`config.mk`:
```
export PLATFORM = sky130hd
export DESIGN_NAME = phase_accumulator_mc
export DESIGN_NICKNAME = d
export VERILOG_FILES = /design/src/rtl/phase_accumulator_mc.sv
export SDC_FILE = /design/constraint.sdc
export NUM_CORES = 1
export LEC_CHECK = 0
export ABC_AREA = 1
export CORE_MARGIN = 3
export CORE_UTILIZATION = 45
export DETAILED_ROUTE_END_ITERATION = 10
export PLACE_DENSITY = 0.65
export REMOVE_ABC_BUFFERS = 1
export SYNTH_ARGS = -nofsm -noshare
export SYNTH_HDL_FRONTEND = slang
export SYNTH_SLANG_ARGS = --single-unit
```
`constraint.sdc`:
```
create_clock -name clk -period 13.35 [get_ports clk]
set_input_delay 1.335 -clock clk [delete_from_list [all_inputs] [get_ports clk]]
set_output_delay 1.335 -clock clk [all_outputs]
set_load 0.05 [all_outputs]
```
`src/rtl/phase_accumulator_mc.sv`:
```
// Multi-channel DDS phase accumulator: one shared sample-tick divider,
// per-channel Hz-to-step multiply, phase accumulate and offset address output.

module phase_accumulator_lane #(
   parameter int          ACC_W      = 32,
   parameter int          ADDR_W     = 12,
   parameter int          FREQ_W     = 15,
   parameter logic [63:0] STEP_K     = 64'd90071992547,
   parameter int          STEP_SHIFT = 20
) (
   input  logic              clk,
   input  logic              rst,
   input  logic              tick,
   input  logic              upd,
   input  logic              clr,
   input  logic [FREQ_W-1:0] freq,
   input  logic [ADDR_W-1:0] off,
   output logic [ADDR_W-1:0] addr
);

   // Wide enough for any 64-bit constant, so the product never truncates.
   localparam int MUL_W = FREQ_W + 64;

   logic [MUL_W-1:0] prod;
   logic [ACC_W-1:0] step;
   logic [ACC_W-1:0] phase;

   assign prod = MUL_W'(freq) * MUL_W'(STEP_K);

   always_ff @(posedge clk) begin
      if (rst)
         step <= '0;
      else
         step <= ACC_W'(prod >> STEP_SHIFT);
   end

   always_ff @(posedge clk) begin
      if (rst)
         phase <= '0;
      else if (tick)
         phase <= clr ? '0 : phase + step;
   end

   // Offset is sampled only here, so changes between ticks are invisible.
   always_ff @(posedge clk) begin
      if (rst)
         addr <= '0;
      else if (upd)
         addr <= phase[ACC_W-1 -: ADDR_W] + off;
   end

endmodule

module phase_accumulator_mc #(
   parameter int          NUM_CH     = 2,
   parameter int          ACC_W      = 32,
   parameter int          ADDR_W     = 12,
   parameter int          FREQ_W     = 15,
   parameter int          CLK_DIV    = 2000,
   parameter logic [63:0] STEP_K     = 64'd90071992547,
   parameter int          STEP_SHIFT = 20
) (
   input  logic                     clk,
   input  logic                     rst,
   input  logic                     en,
   input  logic                     sync,
   input  logic [NUM_CH*FREQ_W-1:0] freq_in,
   input  logic [NUM_CH*ADDR_W-1:0] phase_off,
   output logic [NUM_CH*ADDR_W-1:0] addr_out,
   output logic                     addr_valid,
   output logic                     tick_out
);

   localparam int CNT_W  = (CLK_DIV > 2) ? $clog2(CLK_DIV) : 1;
   localparam int STAGES = 2;

   logic [CNT_W-1:0]                 cnt;
   logic                             wrap;
   logic [STAGES:0]                  vld_pipe;
   logic                             sync_pending;
   logic                             clr;
   logic [NUM_CH-1:0][FREQ_W-1:0]    freq_a;
   logic [NUM_CH-1:0][ADDR_W-1:0]    off_a;
   logic [NUM_CH-1:0][ADDR_W-1:0]    addr_a;

   assign freq_a   = freq_in;
   assign off_a    = phase_off;
   assign addr_out = addr_a;

   assign wrap = en && (cnt == CNT_W'(CLK_DIV - 1));

   always_ff @(posedge clk) begin
      if (rst)
         cnt <= '0;
      else if (en)
         cnt <= wrap ? '0 : cnt + 1'b1;
   end

   // [0] tick, [1] phase just updated, [2] address valid
   always_ff @(posedge clk) begin
      if (rst)
         vld_pipe <= '0;
      else
         vld_pipe <= {vld_pipe[STAGES-1:0], wrap};
   end

   assign tick_out   = vld_pipe[0];
   assign addr_valid = vld_pipe[STAGES];

   // A sync seen in the tick cycle itself is consumed directly via clr.
   always_ff @(posedge clk) begin
      if (rst)
         sync_pending <= 1'b0;
      else if (vld_pipe[0])
         sync_pending <= 1'b0;
      else if (sync)
         sync_pending <= 1'b1;
   end

   assign clr = sync_pending | sync;

   for (genvar c = 0; c < NUM_CH; c++) begin : g_ch
      phase_accumulator_lane #(
         .ACC_W     (ACC_W),
         .ADDR_W    (ADDR_W),
         .FREQ_W    (FREQ_W),
         .STEP_K    (STEP_K),
         .STEP_SHIFT(STEP_SHIFT)
      ) u_lane (
         .clk (clk),
         .rst (rst),
         .tick(vld_pipe[0]),
         .upd (vld_pipe[1]),
         .clr (clr),
         .freq(freq_a[c]),
         .off (off_a[c]),
         .addr(addr_a[c])
      );
   end

endmodule

```
# --- Word-level counts from Yosys, hierarchy flattened ---
# Cells that the tools add are included.
op_classes:
  n_mul: 2
  bitwise: 1
  n_div: 0
  magnitude_cmp: 0
  n_mux: 3
  eq_ne: 1
  shift: 0
  add_sub_neg: 5
  n_reduce_logical: 2
op_table:
  columns: ["cell", "count"]
  rows:
  - ["$mul 15x37->52 const B", 2]
  - ["$add 32x32->32", 2]
  - ["$mux 32", 2]
  - ["$add 12x12->12", 2]
  - ["$add 11x1->11 const B", 1]
  - ["$eq 11x11->1 const B", 1]
  - ["$mux 11", 1]
  - ["$reduce_or 2->1", 1]
  - ["$logic_and 1x1->1", 1]
  - ["$or 1x1->1", 1]
word_totals:
  elab_cells: 23
  rom_bits: 0
  latchBits: 0
  memories: 0
  output_inout_bits: 26
  ram_bits: 0
  regBits: 167

# --- Logic depth before layout (Yosys ltp) ---
depth:
  depth_word: 3
  mapped_depth: 26
  depth_no_buf: 26

# --- Cells and area by module ---
# From an unflattened synthesis, not the netlist that was laid out.
hier_totals:
  hier_cells: 4530
  hier_area_um2: 31129.9
by_module_without_submodules:
  columns: ["mod", "n_inst", "cells_each", "area_each_um2"]
  rows:
  - ["phase_accumulator_lane (g_ch[0].u_lane)", 1, 2209, 15232.1]
  - ["phase_accumulator_lane (g_ch[1].u_lane)", 1, 2225, 15173.3]
  - ["phase_accumulator_mc", 1, 96, 724.4]

# --- Worst setup path before layout ---
# OpenSTA, ideal clock, no wires.
synth_timing:
  path_kind: "input port to flip-flop"
  startpoint: "input port freq_in[18]"
  endpoint: "register g_ch[1].u_lane.step[31]"
  setup_ps: 115
  cell_stages: 22
  slack_ps: 7510
  path_buffers: 0
  arrival_ps: 5725
  path_cell_list: "fa_1 -> fa_1 -> fa_1 -> inv_1 -> fa_1 -> inv_1 -> fa_1 -> inv_1 -> fa_1 -> inv_1 -> ha_1 -> nand2_1 -> nor2_2 -> inv_2 -> nor2_4 -> inv_2 -> nor2_2 -> nand2_1 -> clkinv_1 -> nand2_1 -> a21oi_1 -> nor2_1"
synth_via:
  elab_chain_cells: 1
synth_lines:
  columns: ["item", "line_no", "rtl"]
  rows:
  - ["from (decl)", "67", "input logic [NUM_CH*FREQ_W-1:0] freq_in,"]
  - ["$mul 15x37->52", "28", "assign prod = MUL_W'(freq) * MUL_W'(STEP_K);"]
  - ["to (signal assigned)", "34", "step <= ACC_W'(prod >> STEP_SHIFT);"]
  - ["to (decl)", "25", "logic [ACC_W-1:0] step;"]
# No other way between the ends.
# A chain may end at the register's enable or synchronous reset.

# --- Final worst setup path ---
layout_timing:
  startpoint: "input port freq_in[18]"
  endpoint: "register g_ch[1].u_lane.step[21]"
# The elaborated chain is that of the path after synthesis.

==> reports/results.txt <==
via total after detailed routing = 26300
number of standard-cell rows in the floorplan = 94
number of nets in the layout = 5314
total inserted antenna cells = 0
Congestion Overflow GR = 0
DRC violations left = 0
Num CTS Buffers = 17
warning count from the yosys run = 0
critical setup path kind = input pin to flop
number of filler cells placed in the layout = 6771
drt first pass iters = 6
classification of the worst-slack hold path = flop to flop
fin. max-slew vios = 0
worst setup slack for register-to-register paths = 11.04 ns
via count of the first global-routing pass = 26100
CTS tree = done
post-DR vias/cell = 4.94
final critical-path share of the clock period = 51.5%
count of cells along the worst register-to-register path = 8
maximum clock path buffer count = 2
Yosys reg bits = 167
fraction of final layout cells with drive strength greater than 1 = 3.41%
maximum number of pins on one net before global-route repair = 65
cell total after placement = 5292
clock root buffer = sky130_fd_sc_hd__clkbuf_16
share of the core filled with cells in the final layout = 49.3%
aggregate routed wire length = 85.4 mm
share of synthesized flip-flops with an asynchronous set or reset = 0%
Worst setup EP type = flop
die extent in y = 265 um
number of H-tree branching levels = 4
Post-synth top flop = sky130_fd_sc_hd__dfxtp_1
hold path endpoint = g_ch[1].u_lane.phase[7]
top-count cell post-synth = sky130_fd_sc_hd__nand2_1
Area Overhead vs Synth = 7.92%
final HPWL from detailed placement = 74.8 mm
actual slew at the worst max-slew pin = 0.829 ns
number of gates resized after CTS = 0
mean instance size in the synthesized netlist = 6.92 sq um
Routed WL per cell = 16.1 um
FF-to-FF End = g_ch[1].u_lane.phase[15]
worst r2r src = vld_pipe[0]
total of buffers placed on input and output ports = 83
worst hold path stage count = 2
area used by multi-input combinational logic = 22800 sq um
die outline area = 70300 sq um
CTS clock-pin slew for the worst setup and hold paths = 0.07 ns
clock network latency to the later pin of the worst-skew pair = 0.45 ns
fraction of post-synthesis cell area in the top cell type by area = 22.3%
number of standard cells in the layout, taps in and fillers out = 5322
antenna violations before repair = 0
Worst EP arrival = 7.22 ns
largest clock skew in the final design = 0.0136 ns
combined global-route utilization of all metal layers = 24.8%
maximum achievable frequency = 145 MHz
largest area contributor in the synthesized netlist = sky130_fd_sc_hd__fa_1
data required time of the worst path = 13.70 ns
number of setup buffers added after CTS = 0
final setup fails = 0
global-route wire length before repair = 138 mm
netlist area before placement = 30200 sq um
Core Area = 66100 sq um
top area cells in the synthesized netlist = sky130_fd_sc_hd__fa_1, sky130_fd_sc_hd__ha_1, sky130_fd_sc_hd__nand2_1, sky130_fd_sc_hd__inv_1, sky130_fd_sc_hd__dfxtp_1
maximum fanout along the worst path = 9
Post-Layout Inst Area = 32600 sq um
reported max-cap violation count = 0
antenna viol nets, final = 0
storage element area = 3340 sq um
leading cell types by count after synthesis = sky130_fd_sc_hd__nand2_1, sky130_fd_sc_hd__inv_1, sky130_fd_sc_hd__ha_1
placement-stage cell area = 32100 sq um
distinct cell type count after synthesis = 45
Max transition margin = 44.6%
number of top-level pins = 84
startpoint types = input pin
number of clock sinks seen by CTS = 167
RSZ-0062 raised after global routing = no
hold-fix buffers at CTS = 0
number of design-rule violations left by the first detailed-router iteration = 1728
result of the run = completed
die span in x = 265 um
start point of the worst min-delay path = g_ch[1].u_lane.phase[7]
final hold violation count = 0
Post-synth EDFFs = 0
sequential share of the synthesized area = 11.1%
total negative slack = 0 ns
shortest period the worst path allows = 6.88 ns
Syn Inst Count = 4366
initial core utilization = 45.7%
GP Congestion = 0.975
-- worst max-delay path: stages --
cell                              delay [ns]
sky130_fd_sc_hd__clkdlybuf4s50_1        0.75
sky130_fd_sc_hd__fa_1                   0.87
sky130_fd_sc_hd__fa_1                   0.49
sky130_fd_sc_hd__fa_1                   0.51
sky130_fd_sc_hd__inv_1                  0.05
sky130_fd_sc_hd__fa_1                   0.52
sky130_fd_sc_hd__inv_1                  0.05
sky130_fd_sc_hd__fa_1                   0.48
sky130_fd_sc_hd__inv_1                  0.05
sky130_fd_sc_hd__fa_1                   0.47
sky130_fd_sc_hd__inv_1                  0.04
sky130_fd_sc_hd__ha_1                   0.39
sky130_fd_sc_hd__nand2_1                0.15
sky130_fd_sc_hd__nor2_2                 0.13
sky130_fd_sc_hd__inv_2                  0.06
sky130_fd_sc_hd__nor3_1                 0.35
sky130_fd_sc_hd__nand3_1                0.19
sky130_fd_sc_hd__nand3_1                0.15
sky130_fd_sc_hd__nand2_1                0.06
sky130_fd_sc_hd__nand2_1                0.06
sky130_fd_sc_hd__nor2_1                 0.05
-- logic make-up after synthesis --
logic type      Yosys count  share of synthesized area, %
fa+ha+maj               809                          41.8
compound gates          414                          7.39
buf+inv                1086                          13.5
simple gates           1872                          25.7
flops                   167                          11.1
xor+xnor                 18                         0.522
-- cells in the final DEF (no fill, tap or decap), types with 26 or more instances in the layout --
master,netlist,layout
sky130_fd_sc_hd__nand2_1,1154,1154
sky130_fd_sc_hd__inv_1,1031,1030
sky130_fd_sc_hd__ha_1,473,473
sky130_fd_sc_hd__nor2_1,370,370
sky130_fd_sc_hd__fa_1,336,336
sky130_fd_sc_hd__a21oi_1,223,223
sky130_fd_sc_hd__dfxtp_1,167,167
sky130_fd_sc_hd__nand3_1,166,166
sky130_fd_sc_hd__o21ai_0,127,127
sky130_fd_sc_hd__clkdlybuf4s50_1,0,83
sky130_fd_sc_hd__nor2_2,48,47
sky130_fd_sc_hd__nor3_1,33,33
sky130_fd_sc_hd__inv_2,25,26
-- layer usage --
| layer | routed length, um | GRT usage (%) |
|---|---|---|
| met5 | 0 | 0 |
| met1 | 41600 | 35.2 |
| met3 | 4100 | 2.76 |
| met4 | 2050 | 6.72 |
| met2 | 37700 | 40.2 |
-- cell type report --
type	instances	share of cell area (%)
Inverter	1059	12.2
Clock buffer	21	1.38
Timing Repair Buffer	89	2.69
Clock inverter	9	0.292
Tap cell	864	3.31
Sequential cell	167	10.3
Multi-Input combinational cell	3113	69.9
-- flip-flops by register name (all words and copies together), names as in the netlist --
| signal | flops |
|---|---|
| g_ch.u_lane.addr | 24 |
| cnt | 11 |
| sync_pending | 1 |
| vld_pipe | 3 |
| g_ch.u_lane.step | 64 |
| g_ch.u_lane.phase | 64 |
-- metrics by stage --
step / worst slack [ns] / hold slack, ns
2_1_floorplan: 7.51 / 0.433
3_3_place_gp: 6.01 / 0.444
3_5_place_dp: 6.00 / 0.450
4_1_cts: 6.50 / 0.460
5_1_grt: 6.19 / 0.485
6_report: 6.47 / 0.461
-- worst max-delay path by stage --
stage,startpoint,endpoint,slack (ns),depth (start not counted)
2_1_floorplan,freq_in[3],g_ch[0].u_lane.step[26],7.51,21
3_3_place_gp,freq_in[18],g_ch[1].u_lane.step[21],6.01,21
3_5_place_dp,freq_in[18],g_ch[1].u_lane.step[21],6.00,21
4_1_cts,freq_in[18],g_ch[1].u_lane.step[21],6.50,21
5_1_grt,freq_in[18],g_ch[1].u_lane.step[21],6.19,21
6_report,freq_in[18],g_ch[1].u_lane.step[21],6.47,21
Power is left out: the tool's default activity adds up to more than one toggle a clock period on the data nets, which glitch-free logic cannot reach.
